`config.mk`:
```
export PLATFORM = sky130hd
export DESIGN_NAME = instr_mem_param
export DESIGN_NICKNAME = d
export VERILOG_FILES = /design/src/rtl/instr_mem_param.sv
export SDC_FILE = /design/constraint.sdc
export NUM_CORES = 1
export LEC_CHECK = 0
export CORE_MARGIN = 3
export CORE_UTILIZATION = 30
export DETAILED_ROUTE_END_ITERATION = 6
export PLACE_DENSITY = 0.52
export SLEW_MARGIN = 10
export SYNTH_ARGS = -nofsm -noshare
export SYNTH_HDL_FRONTEND = slang
export SYNTH_SLANG_ARGS = --single-unit
```
`constraint.sdc`:
```
create_clock -name clk -period 6.47 [get_ports clk]
set_input_delay 1.294 -clock clk [delete_from_list [all_inputs] [get_ports clk]]
set_output_delay 1.294 -clock clk [all_outputs]
set_load 0.05 [all_outputs]
```
`src/rtl/instr_mem_param.sv`:
```
// -----------------------------------------------------------------------------
// instr_mem_param
//
// Parametrised instruction memory sitting between the fetch stage (read side)
// and the program loader (write side). After every reset a hardware sequencer
// walks the whole array and writes an init value into each word. Only then does
// the read port start accepting requests.
//
// Configuration macro:
//   IMEM_BOOT_PRELOAD_EN  When defined, the init sequence writes a fixed boot
//                         program into words 0..4 (zero-extended to DATA_W) and
//                         0 everywhere else. When undefined, every word is
//                         cleared to 0. In both builds init takes DEPTH cycles.
//
// Ports:
//   clk        clock, rising edge
//   rst        synchronous active-high reset
//   init_busy  high while the init sequencer is running
//   rd_req     fetch request
//   rd_addr    fetch word address
//   rd_ready   request is accepted this cycle if rd_req=1
//   rd_stall   consumer cannot take rd_data this cycle
//   rd_valid   rd_data/rd_err are valid
//   rd_data    fetched word (registered, one cycle after accept)
//   rd_err     fetched address was >= DEPTH
//   wr_en      loader write strobe
//   wr_addr    loader write address
//   wr_data    loader write data
//   wr_drop    one-cycle pulse: write was discarded (init running or bad addr)
// -----------------------------------------------------------------------------
module instr_mem_param #(
  parameter int DATA_W = 32,
  parameter int DEPTH  = 8,
  parameter int ADDR_W = (DEPTH > 1) ? $clog2(DEPTH) : 1
) (
  input  logic              clk,
  input  logic              rst,
  output logic              init_busy,
  input  logic              rd_req,
  input  logic [ADDR_W-1:0] rd_addr,
  output logic              rd_ready,
  input  logic              rd_stall,
  output logic              rd_valid,
  output logic [DATA_W-1:0] rd_data,
  output logic              rd_err,
  input  logic              wr_en,
  input  logic [ADDR_W-1:0] wr_addr,
  input  logic [DATA_W-1:0] wr_data,
  output logic              wr_drop
);

  typedef enum logic {
    S_INIT,
    S_READY
  } state_t;

  // DEPTH needs one more bit than an address for the range compares, since an
  // address can never hold the value DEPTH itself when DEPTH is a power of 2.
  localparam logic [ADDR_W:0]   DEPTH_C  = (ADDR_W+1)'(DEPTH);
  localparam logic [ADDR_W-1:0] LAST_PTR = ADDR_W'(DEPTH - 1);

  state_t            state;
  logic [ADDR_W-1:0] init_ptr;
  logic [DATA_W-1:0] init_value;
  logic [DATA_W-1:0] mem [DEPTH];

  logic rd_in_range;
  logic wr_in_range;
  logic rd_accept;
  logic rd_hold;

`ifdef IMEM_BOOT_PRELOAD_EN
  function automatic logic [DATA_W-1:0] boot_word(input logic [ADDR_W-1:0] idx);
    logic [DATA_W-1:0] w;
    w = '0;
    case (int'(idx))
      1:       w = DATA_W'(32'h5441_0003);
      2:       w = DATA_W'(32'h5101_0001);
      3:       w = DATA_W'(32'h9064_0800);
      4:       w = DATA_W'(32'hB148_0800);
      default: w = '0;
    endcase
    return w;
  endfunction

  assign init_value = boot_word(init_ptr);
`else
  assign init_value = '0;
`endif

  assign rd_in_range = ({1'b0, rd_addr} < DEPTH_C);
  assign wr_in_range = ({1'b0, wr_addr} < DEPTH_C);

  assign init_busy = (state == S_INIT);
  // A stalled, still-valid result blocks new requests so it is not overwritten.
  assign rd_hold   = rd_valid && rd_stall;
  assign rd_ready  = (state == S_READY) && !rd_hold;
  assign rd_accept = rd_req && rd_ready;

  // Sequencer and drop reporting.
  always_ff @(posedge clk) begin
    if (rst) begin
      state    <= S_INIT;
      init_ptr <= '0;
      wr_drop  <= 1'b0;
    end else begin
      wr_drop <= wr_en && ((state == S_INIT) || !wr_in_range);
      if (state == S_INIT) begin
        init_ptr <= init_ptr + ADDR_W'(1);
        if (init_ptr == LAST_PTR) begin
          state <= S_READY;
        end
      end
    end
  end

  // Single write port shared by the init sequencer and the loader. No reset on
  // the array itself; contents are left alone during the reset cycle.
  always_ff @(posedge clk) begin
    if (!rst) begin
      if (state == S_INIT) begin
        mem[init_ptr] <= init_value;
      end else if (wr_en && wr_in_range) begin
        mem[wr_addr] <= wr_data;
      end
    end
  end

  // Registered read port. Read-before-write falls out of the nonblocking
  // semantics: a same-cycle write to the same word is seen by the next read.
  always_ff @(posedge clk) begin
    if (rst) begin
      rd_valid <= 1'b0;
      rd_data  <= '0;
      rd_err   <= 1'b0;
    end else if (rd_hold) begin
      rd_valid <= rd_valid;
      rd_data  <= rd_data;
      rd_err   <= rd_err;
    end else if (rd_accept) begin
      rd_valid <= 1'b1;
      if (rd_in_range) begin
        rd_data <= mem[rd_addr];
        rd_err  <= 1'b0;
      end else begin
        rd_data <= '0;
        rd_err  <= 1'b1;
      end
    end else begin
      rd_valid <= 1'b0;
    end
  end

endmodule

```
Word level (Yosys, flattened, before mapping):

Memory sizes are Yosys's and may differ from the RTL's. A register that Yosys moved wholly into a read port is not among the register bits.
Index checks and enable logic that the tools add are counted.

* eq/ne operators: 1
* $add $sub $neg: 1
* div/mod/pow operators: 0
* magnitude comparators: 0
* shifts and indexed selects: 0
* bitwise logic cells: 2
* reductions and logical operators: 7
* multiply operators: 0
* mux-type cells: 13

Operators with widths (count)
* 32-bit two-way mux: 1
* 32-bit OR reduction: 1
* 1-bit two-way mux: 11
* 1-bit logical AND: 4
* 3-bit by 1-bit adder with 3-bit output, second input constant: 1
* 3-bit equality test, second input constant: 1
* 3-bit two-way mux: 1
* 1-bit NOT: 2
* 2-bit AND reduction: 1
* 1-bit zero test: 1

* RAM bits: 256
* bits of input ports: 43
* bits in read-only memories: 0
* latch bits: 0
* memories kept: 1
* output and inout port bits: 37
* bits in registers: 6

Memory list
* mem: words 8, width 32, read ports 1, clocked after Yosys merged registers in 1, write ports 1, line 65 `logic [DATA_W-1:0] mem [DEPTH];`

Depth between registers and ports, before layout:

Gate-level depths: netlist of run 1.

* word-level depth: 6
* depth in mapped cells: 6

Least setup slack after synthesis of run 1:

Ideal clock, no wire load.

* path type: input port to flip-flop
* from: input port rst
* to: memory mem[2][0] (enable)
* required time: 6.049 ns
* path slack: 2.787 ns
* stages on the path: 5
* arrival time: 3.262 ns
* cell sequence: and3b_1 > buf_2 > nor3b_1 > a31oi_1 > nor2_1

* longest elaborated chain between the ends: 4

Ends and longest elaborated chain
* start, declared: line 37 `input logic rst,`
* 1-bit two-way mux: line 120 `if (!rst) begin`
* 1-bit two-way mux (not written as such): line 124 `mem[wr_addr] <= wr_data;`
* 32-bit OR reduction (no line)
* 3-bit two-way mux (no line) / 1-bit two-way mux (equally long branches)
* end, declared: line 65

Several ways; a longest one is shown, not always the timed one.

Final worst setup path of run 1:

* from: input port rd_stall
* to: output port rd_ready

* longest elaborated chain between the ends: 3

Ends and longest elaborated chain
* start, declared: line 42 `input logic rd_stall,`
* 1-bit logical AND: line 96 `assign rd_hold = rd_valid && rd_stall;`
* 1-bit zero test: line 97 `assign rd_ready = (state == S_READY) && !rd_hold;`
* 1-bit logical AND: line 97
* end, declared: line 41 `output logic rd_ready,`

No other way between the ends.

==> reports/results.ini, run 1 <==
[synth]
syn_avg_cell_area_sq_um = 16.5
yosys.area.top_type_share_pct = 65.9
seq_area_frac_synth_pct = 72.5
netlist_area_sq_mm = 0.0117
synth_nets = 753
netlist.top_cell.by_area = edfxtp_1
ys_top_cells_by_area = edfxtp_1 66%, mux2i_1 11%, dfxtp_1 6.5%, a22oi_1 4.1%, nor3_2 2.7%
synth_cell_types = 30
synth_seq_cells = 294
synth_most_common_cell = edfxtp_1
synthTopCellsByCount = 256 x edfxtp_1, 130 x mux2i_1, 64 x a22oi_1
ys_warn_count = 0
synth_edf_count = 256
ys.flop_type = edfxtp_1
ys_async_sr_fraction_pct = 0
syn-instance-count = 708

[finish]
n_antenna_cell = 0
multiInputGateArea_sq_mm = 0.00289
ff_latch_area_sq_mm = 0.00845
fin_area_sq_mm = 0.0138
areaGrowthSynthToFinish_pct = 18.2
fin_util_pct = 36.3
layout.cells.non_filler = 1318
nFillCells = 3680
layout.nets = 827
drive_gt1_share_pct = 12.5

[placement]
dp_hpwl_microns = 13700
dpl_worst_slack_ns = 2.16
globalplace.congestion = 0.704
io_buffers = 78
place_area_sq_mm = 0.0128
dp_cells = 1260

[power]
leakagePower_nw = 4.51
p_sw_mw = 0.837
p_int_mw = 3.12
combPwrFrac_pct = 5.0
pwr-share-seq_pct = 53.3
vdd_drop_max_uv = 251
p_clk_share_pct = 41.7
switching_share_pct = 21.1
finalPower_mw = 3.96
power_density_mw_per_mm2 = 287

[clock_network]
cts_setup_buffers = 0
cts.reportedPaths.clkPinSlew_ns = 0.06
cts_inserted_buffers = 31
cts_resized = 0
cts_tree = done
hold_buffers = 0
cts-root-buf = clkbuf_16
clock_sinks = 294
clk-insertion-delay-late_ns = 0.55
clockBufferDepth = 3
cts.htree.levels = 1

[sta]
whs_ns = 0.495
fin_ws_ns = 2.45
final_max_slew_viol_count = 0
setup_tns_ns = 0
period_share_pct = 62.2
fmax_mhz = 249
rsz0062_at_grt = false
worst_pin_slew_ns = 1.13
setup_viol = 0
period_needed_ns = 4.02
hold_violations = 0
slew_headroom_pct = 24.4
clock_skew_ns = 0.00826

[grt]
overflow = 0
grt_util_all_layers_pct = 11.5
antenna_found_initial = 0
grt_max_degree = 56
grt_pass1_vias = 6243
grt_pass1_wl_microns = 37000

[detailed_routing]
dr.pass1.iters = 5
drt-initial-drc-count = 332
wl_per_cell_microns = 18.3
vias = 6065
drtAntennaViolNets = 0
drc_errors = 0
vias_per_cell = 4.60
wirelength_microns = 24100

[critical_path]
critPathKind = in2out
slowest_stage = clkdlybuf4s50_1
crit_fanout = 3
crit_top_cell = clkdlybuf4s50_1
cp.arrival_ns = 2.73
required_ns = 5.18
endpoint_kind = primary output
startpoint_type = input pin
crit_chain = clkdlybuf4s50_1 > a21boi_2 > clkdlybuf4s50_1
critPathMaxStageDelay_ns = 0.82

[floorplanning]
std_cell_rows = 71
die_area_sq_mm = 0.0413
io_pins = 80
start_util_pct = 30.7
die_y_microns = 203
dieWidth_microns = 203
core_sq_mm = 0.0380

[job]
cap_violations = 0

[status]
outcome = finished, final reports clean

[hold_path]
worstHoldPathType = reg2reg

[cell type report]
type / instances / area share [%]
Timing Repair Buffer: 87 / 6.13
Sequential cell: 294 / 61.3
Tap cell: 511 / 4.64
Inverter: 3 / 0.0817
Clock buffer: 45 / 6.15
Multi-Input combinational cell: 365 / 21.0
Clock inverter: 13 / 0.735
[layer usage]
metal	vias to the layer above	GRT usage [%]	wire length (microns)	share of wire (%)
li1	2877	-	-	-
met1	3034	16.3	11300	47
met2	126	18.7	11300	47
met3	28	1.76	1030	4.3
met4	0	2.80	484	2.0
met5	-	0	0	0
[critical path, delay by kind of cell]
kind | cells | cell delay, ns
AOI/OAI and AO/OA | 1 | 0.18
buffers and inverters | 2 | 1.25
[final timing paths]
kind           endpoint  cells after the start  slack (ns)     start
max            rd_ready                      3        2.45  rd_stall
min            rd_valid                      2        0.49  rd_valid
max reg2reg  mem[2][24]                      3        3.48     state
min reg2reg    rd_valid                      2        0.49  rd_valid
[state kept, by name (all words and copies together) (netlist names)]
name / count
rd_data: 32
wr_drop: 1
state: 1
init_ptr: 3
mem: 256
rd_valid: 1
[cells by family (layout without fill, tap and decap cells)]
kind of cell | Yosys count | count (layout) | synth area share [%]
other cells | 1 | 1 | 0.0322
simple gates | 127 | 127 | 6.76
mux | 130 | 130 | 11.2
buf+inv | 49 | 148 | 3.34
xor+xnor | 1 | 1 | 0.0751
flops | 294 | 294 | 72.5
compound gates | 104 | 104 | 5.97
fa+ha+maj | 2 | 2 | 0.215
[power by group through the flow]
stage	registers (mW)	logic (mW)	clock network [mW]
2_1_floorplan	2.15	0.132	0
3_3_place_gp	2.15	0.202	0
3_5_place_dp	2.15	0.203	0
4_1_cts	2.11	0.204	1.70
5_1_grt	2.11	0.217	1.77
6_report	2.11	0.199	1.65
[cell usage in the layout (no fill, tap or decap), types with 12 or more instances in the layout]
| cell | n |
|---|---|
| a21oi_1 | 33 |
| a22oi_1 | 64 |
| and2_1 | 34 |
| clkbuf_1 | 12 |
| clkbuf_16 | 31 |
| clkdlybuf4s50_1 | 76 |
| dfxtp_1 | 38 |
| edfxtp_1 | 256 |
| mux2i_1 | 130 |
| nor2_1 | 38 |
| nor3_2 | 32 |
(Power assumes the default switching activity.)
==> inputs of run 2 (changes only) <==
==> constraint.sdc (replaced) <==
create_clock -name clk -period 4.1 [get_ports clk]
set_input_delay 0.82 -clock clk [delete_from_list [all_inputs] [get_ports clk]]
set_output_delay 0.82 -clock clk [all_outputs]
set_load 0.05 [all_outputs]
==> run 2 against run 1 <==
Wire length rose by 3.2%. Utilization rose by 0.75 points. Critical path depth did not move. First-iteration DRC count rose by 26%. Total power rose by 68%. Design area rose by 2.1%. Clock skew rose by 0.0073 ns. Final cell count rose by 0.68%. Combinational power rose by 65%. Non-clock buffer count rose by 11. Worst hold slack got worse by 0.010 ns. Critical endpoint unchanged. Largest power group unchanged. Highest routed layer unchanged.
==> reports/results.ini, run 2 (synthesis gave the netlist of run 1 again) <==
[sta]
whs_ns = 0.485  ; -0.0101 ns
rsz0062_at_grt = false
setup_viol = 0  ; unchanged
setup_tns_ns = 0  ; unchanged
clock_skew_ns = 0.0156  ; +0.00732 ns
period_needed_ns = 3.08
slew_headroom_pct = 52.6  ; +28 points
final_max_slew_viol_count = 0  ; unchanged
fmax_mhz = 324
period_share_pct = 75.2
worst_pin_slew_ns = 0.710  ; -0.418 ns
hold_violations = 0  ; unchanged

[power]
p_clk_share_pct = 45.2  ; +3.5 points
combPwrFrac_pct = 4.9  ; about the same
vdd_drop_max_uv = 329  ; +31%
pwr-share-seq_pct = 49.9  ; -3.4 points
leakagePower_nw = 4.66  ; +3.3%
switching_share_pct = 20.1  ; -1.1 points
p_int_mw = 5.33  ; +71%
p_sw_mw = 1.34  ; +60%
power_density_mw_per_mm2 = 474  ; +65%

[floorplanning]
die_area_sq_mm = 0.0413  ; unchanged
start_util_pct = 30.7  ; unchanged
std_cell_rows = 71  ; unchanged
core_sq_mm = 0.0380  ; unchanged
die_y_microns = 203  ; unchanged
io_pins = 80  ; unchanged
dieWidth_microns = 203  ; unchanged

[critical_path]
slowest_stage = clkdlybuf4s50_1
cp.arrival_ns = 2.26  ; -0.47 ns
endpoint_kind = primary output
required_ns = 3.28  ; -1.90 ns
crit_top_cell = clkdlybuf4s50_1
crit_chain = clkdlybuf4s50_1 > a21boi_2 > clkdlybuf4s50_1
critPathKind = in2out
crit_fanout = 3  ; unchanged
startpoint_type = input pin
critPathMaxStageDelay_ns = 0.83  ; about the same

[detailed_routing]
dr.pass1.iters = 4  ; -1
drc_errors = 0  ; unchanged
vias = 6105  ; +0.66%
vias_per_cell = 4.60  ; about the same
wl_per_cell_microns = 18.8  ; +2.5%
wirelength_microns = 24900  ; +3.2%
drt-initial-drc-count = 419  ; +26%
drtAntennaViolNets = 0  ; unchanged

[finish]
final_cell_mix = 256 x edfxtp_1, 130 x mux2i_1, 76 x clkdlybuf4s50_1
largest_register_ffs = 256  ; unchanged
top_regs = mem (256), rd_data (32), init_ptr (3)
areaGrowthSynthToFinish_pct = 20.7
fin_util_pct = 37.0  ; +0.75 points
n_antenna_cell = 0  ; unchanged
drive_gt1_share_pct = 14.1  ; +1.6 points
nFillCells = 3599  ; -2.2%
top_register = mem
final_common_cell = edfxtp_1
layout.nets = 837  ; +1.2%

[clock_network]
clockBufferDepth = 3  ; unchanged
cts_inserted_buffers = 30  ; -3.2%
cts_setup_buffers = 0  ; unchanged
cts.reportedPaths.clkPinSlew_ns = 0.06  ; about the same
hold_buffers = 0  ; unchanged
clock_sinks = 294  ; unchanged
cts_resized = 0  ; unchanged
clk-insertion-delay-late_ns = 0.55  ; about the same
cts_tree = done
cts.htree.levels = 1  ; unchanged
cts-root-buf = clkbuf_16

[job]
cap_violations = 0  ; unchanged

[grt]
grt_pass1_vias = 6227  ; -0.26%
grt_max_degree = 53  ; -5.4%
grt_pass1_wl_microns = 38200  ; +3.2%
overflow = 0  ; unchanged
grt_util_all_layers_pct = 12.0  ; +0.47 points
antenna_found_initial = 0  ; unchanged

[status]
outcome = finished, final reports clean

[placement]
globalplace.congestion = 0.689  ; -2.2%
io_buffers = 78  ; unchanged
dp_hpwl_microns = 13600  ; -0.72%

[hold_path]
worstHoldPathType = reg2reg

## run 2: cell types whose count changed in the layout (fill, tap and decap cells not counted), moves of 3 or more
cell	before	now
bufinv_16	1	6
clkbuf_8	2	8
clkbuf_1	12	6
buf_12	0	3
clkinv_2	7	2
buf_4	9	17
## run 2: layout make-up
class | instances | area (sq um) | area share (%)
clock buffers | 45 | 908 | 6.46
clock inverters | 11 | 205 | 1.46
inverters | 3 | 11.3 | 0.0800
multi-input cells | 365 | 2890 | 20.6
flip-flops and latches | 294 | 8450 | 60.0
well taps | 511 | 639 | 4.54
repair buffers | 98 | 965 | 6.86
## run 2: per-stage QoR
stage	setup slack, ns	cells	area (sq um)	power, mW
after floorplan	0.891	708	11700	3.61
after global placement	0.932	1271	13000	3.72
after detailed placement	0.885	1271	13000	3.73
after CTS	1.02	1327	14100	6.75
after global routing	0.959	1327	14100	6.89
final	1.02	1327	14100	6.67
## run 2: per-layer routing
layer  share of wire [%]  vias to the layer above  GRT usage (%)  routed length [microns]
met5                   0                        -              0                        0
met3                 3.3                       41           1.85                      828
met4                 2.2                        0           2.83                      536
met2                  46                      103           18.7                    11300
li1                    -                     2887              -                        -
met1                  49                     3074           17.6                    12200
## run 2: worst max-delay path: cells and delay by family
family / cells / cell delay (ns)
buffers and inverters: 2 / 1.27
AOI/OAI and AO/OA: 1 / 0.18
## run 2: final timing paths
path | start | end | slack (ns) | depth (start not counted)
max | rd_stall | rd_ready | 1.02 | 3
min | rd_valid | rd_valid | 0.48 | 2
max reg2reg | state | mem[4][15] | 1.65 | 4
min reg2reg | rd_valid | rd_valid | 0.48 | 2
## run 2: power by group through the flow
stage          logic (mW)  registers [mW]  clock network [mW]
3_5_place_dp        0.334            3.39                   0
5_1_grt             0.358            3.33                3.20
6_report            0.328            3.33                3.01
4_1_cts             0.335            3.33                3.08
2_1_floorplan       0.209            3.40                   0
3_3_place_gp        0.334            3.39                   0
==> RTL change (flow settings as in run 1) <==
Reset style: asynchronous (`rst`), changed in 2 clocked blocks. Comments in the files are not updated.
--- a/src/rtl/instr_mem_param.sv
+++ b/src/rtl/instr_mem_param.sv
@@ -99,5 +99,5 @@
 
   // Sequencer and drop reporting.
-  always_ff @(posedge clk) begin
+  always_ff @(posedge clk or posedge rst) begin
     if (rst) begin
       state    <= S_INIT;
@@ -129,5 +129,5 @@
   // Registered read port. Read-before-write falls out of the nonblocking
   // semantics: a same-cycle write to the same word is seen by the next read.
-  always_ff @(posedge clk) begin
+  always_ff @(posedge clk or posedge rst) begin
     if (rst) begin
       rd_valid <= 1'b0;
Function: differs if rst is asserted again (counterexample within 4 cycles, from zero or initial values and one cycle with rst high); with rst held inactive, the same outputs for 10 cycles.
==> RTL change against run 1 <==
  * Core utilization grew 0.78 points
  * Register-to-register slack worse by 300 ps
  * Sequential cell count unchanged
  * Largest cell class unchanged
  * Global-route usage rose by 0.79 points
  * Wire length rose by 5.2%
  * Design area up 2.2%
  * Worst setup slack got worse by 330 ps
  * Synthesized area hardly changed
Power is not compared: it rests on default switching activity, and its combinational part moved more than twofold at a synthesized area within 25%.
==> RTL change: results (changes against run 1) <==
Yosys
  – Top post-synthesis cells by count: 256 x edfxtp_1, 68 x mux2i_1, 66 x mux2_2
  – Yosys cell types: 28 (-6.7%)

Layout
  – Filler Cell Count: 3591 (-2.4%)
  – Layout Nets: 805 (-2.7%)

Run status
  – Status: completed

Detailed routing
  – Iteration-0 DRC Markers: 306 (-7.8%)
  – Wire per inst: 19.6 um (+6.9%)
  – Pre-antenna DRT Iters: 4 (-1)
  – Vias per inst: 4.65 (+1.1%)

Worst setup path
  – Worst-path fanout max: 33 (+30)
  – Reg-to-Reg End: mem[0][14]
  – Reg2Reg Depth: 4 (+1)
  – Crit path DAT: 3060 ps (+330 ps)
  – RR Startpoint: state

Placement
  – Final GP Congestion: 0.671 (-4.7%)
  – Dpl ws: 1890 ps (-267 ps)
  – HPWL Detailed: 14200 um (+3.7%)

Hold path
  – Min-delay src: rd_data[23]

CTS
  – Worst skew pair latency: 490 ps (-60 ps)
  – H-tree Lvls: 2 (+1)
  – Clock buffer count from CTS: 34 (+9.7%)

GRT
  – GRT Resource Usage Total: 12.3% (+0.79 points)
  – Vias in the first global route: 6349 (+1.7%)
  – Largest net degree at the start of global routing: 98 (+75%)

STA
  – Clk_skew: 9.75 ps (+1.49 ps)
  – FMAX: 230 MHz (-7.5%)
-- RTL change: changes by cell type after synthesis, moves of 16 or more --
| cell | delta |
|---|---|
| mux2_2 | +66 |
| a22oi_1 | -64 |
| mux2i_1 | -62 |
| dfrtp_1 | +38 |
| dfxtp_1 | -38 |
| nor2_1 | -37 |
| o21ai_0 | +34 |
| a21oi_1 | -33 |
| a22o_1 | +32 |
| nor3_2 | -32 |
| o22ai_1 | +31 |
| o31ai_1 | +31 |
| buf_2 | -16 |
-- RTL change: layout make-up --
| cell class | instances | area share (%) |
|---|---|---|
| flip-flops and latches | 294 | 61.3 |
| clock inverters | 8 | 0.427 |
| well taps | 511 | 4.54 |
| repair buffers | 95 | 6.46 |
| multi-input cells | 331 | 19.8 |
| inverters | 4 | 0.107 |
| clock buffers | 54 | 7.31 |
-- RTL change: worst max-delay path, stage by stage --
cell and delay, ps:
clkdlybuf4s50_1 420, a21bo_2 190, buf_4 260, inv_1 90, clkdlybuf4s50_1 790
-- RTL change: routing by layer --
layer / share of wire, % / track usage, % / routed length (um) / up-vias
met4: 1.4 / 2.83 / 344 / 0
met5: 0 / 0 / 0 / -
li1: - / - / - / 2819
met1: 46 / 17.2 / 11600 / 3041
met2: 48 / 20.1 / 12100 / 147
met3: 5.1 / 2.17 / 1300 / 28
-- RTL change: where the power goes --
| part | leakage (uW) | switching, uW | internal (uW) |
|---|---|---|---|
| Sequential | 0.00319 | 25.4 | 2100 |
| Combinational | 0.00154 | 264 | 147 |
| Clock | 0.000532 | 692 | 1130 |
| Total | 0.00526 | 982 | 3370 |
-- RTL change: how the worst min path moves through the flow --
stage                        to  cells after the start
global placement    rd_data[18]                      2
global route        rd_data[23]                      2
finish              rd_data[23]                      2
detailed placement  rd_data[23]                      2
CTS                 rd_data[23]                      2
floorplan           init_ptr[0]                      1
-- RTL change: through the flow --
stage,hold WS [ps],cells,area [um2]
global route,538,1297,14100
detailed placement,501,1235,13000
CTS,513,1297,14100
finish,505,1297,14100
floorplan,487,671,11700
global placement,502,1235,13000
-- RTL change: logic make-up after synthesis --
logic type                 after synthesis  synth area share [%]
other                                    1                0.0321
DFF                                    294                  74.0
adders and majority gates                2                 0.214
AOI/OAI and AO/OA                      131                  7.76
xor gates and xnor gates                 1                0.0751
buffers and inverters                   46                  2.65
and+or+nand+nor                         62                  3.03
muxes                                  134                  12.2
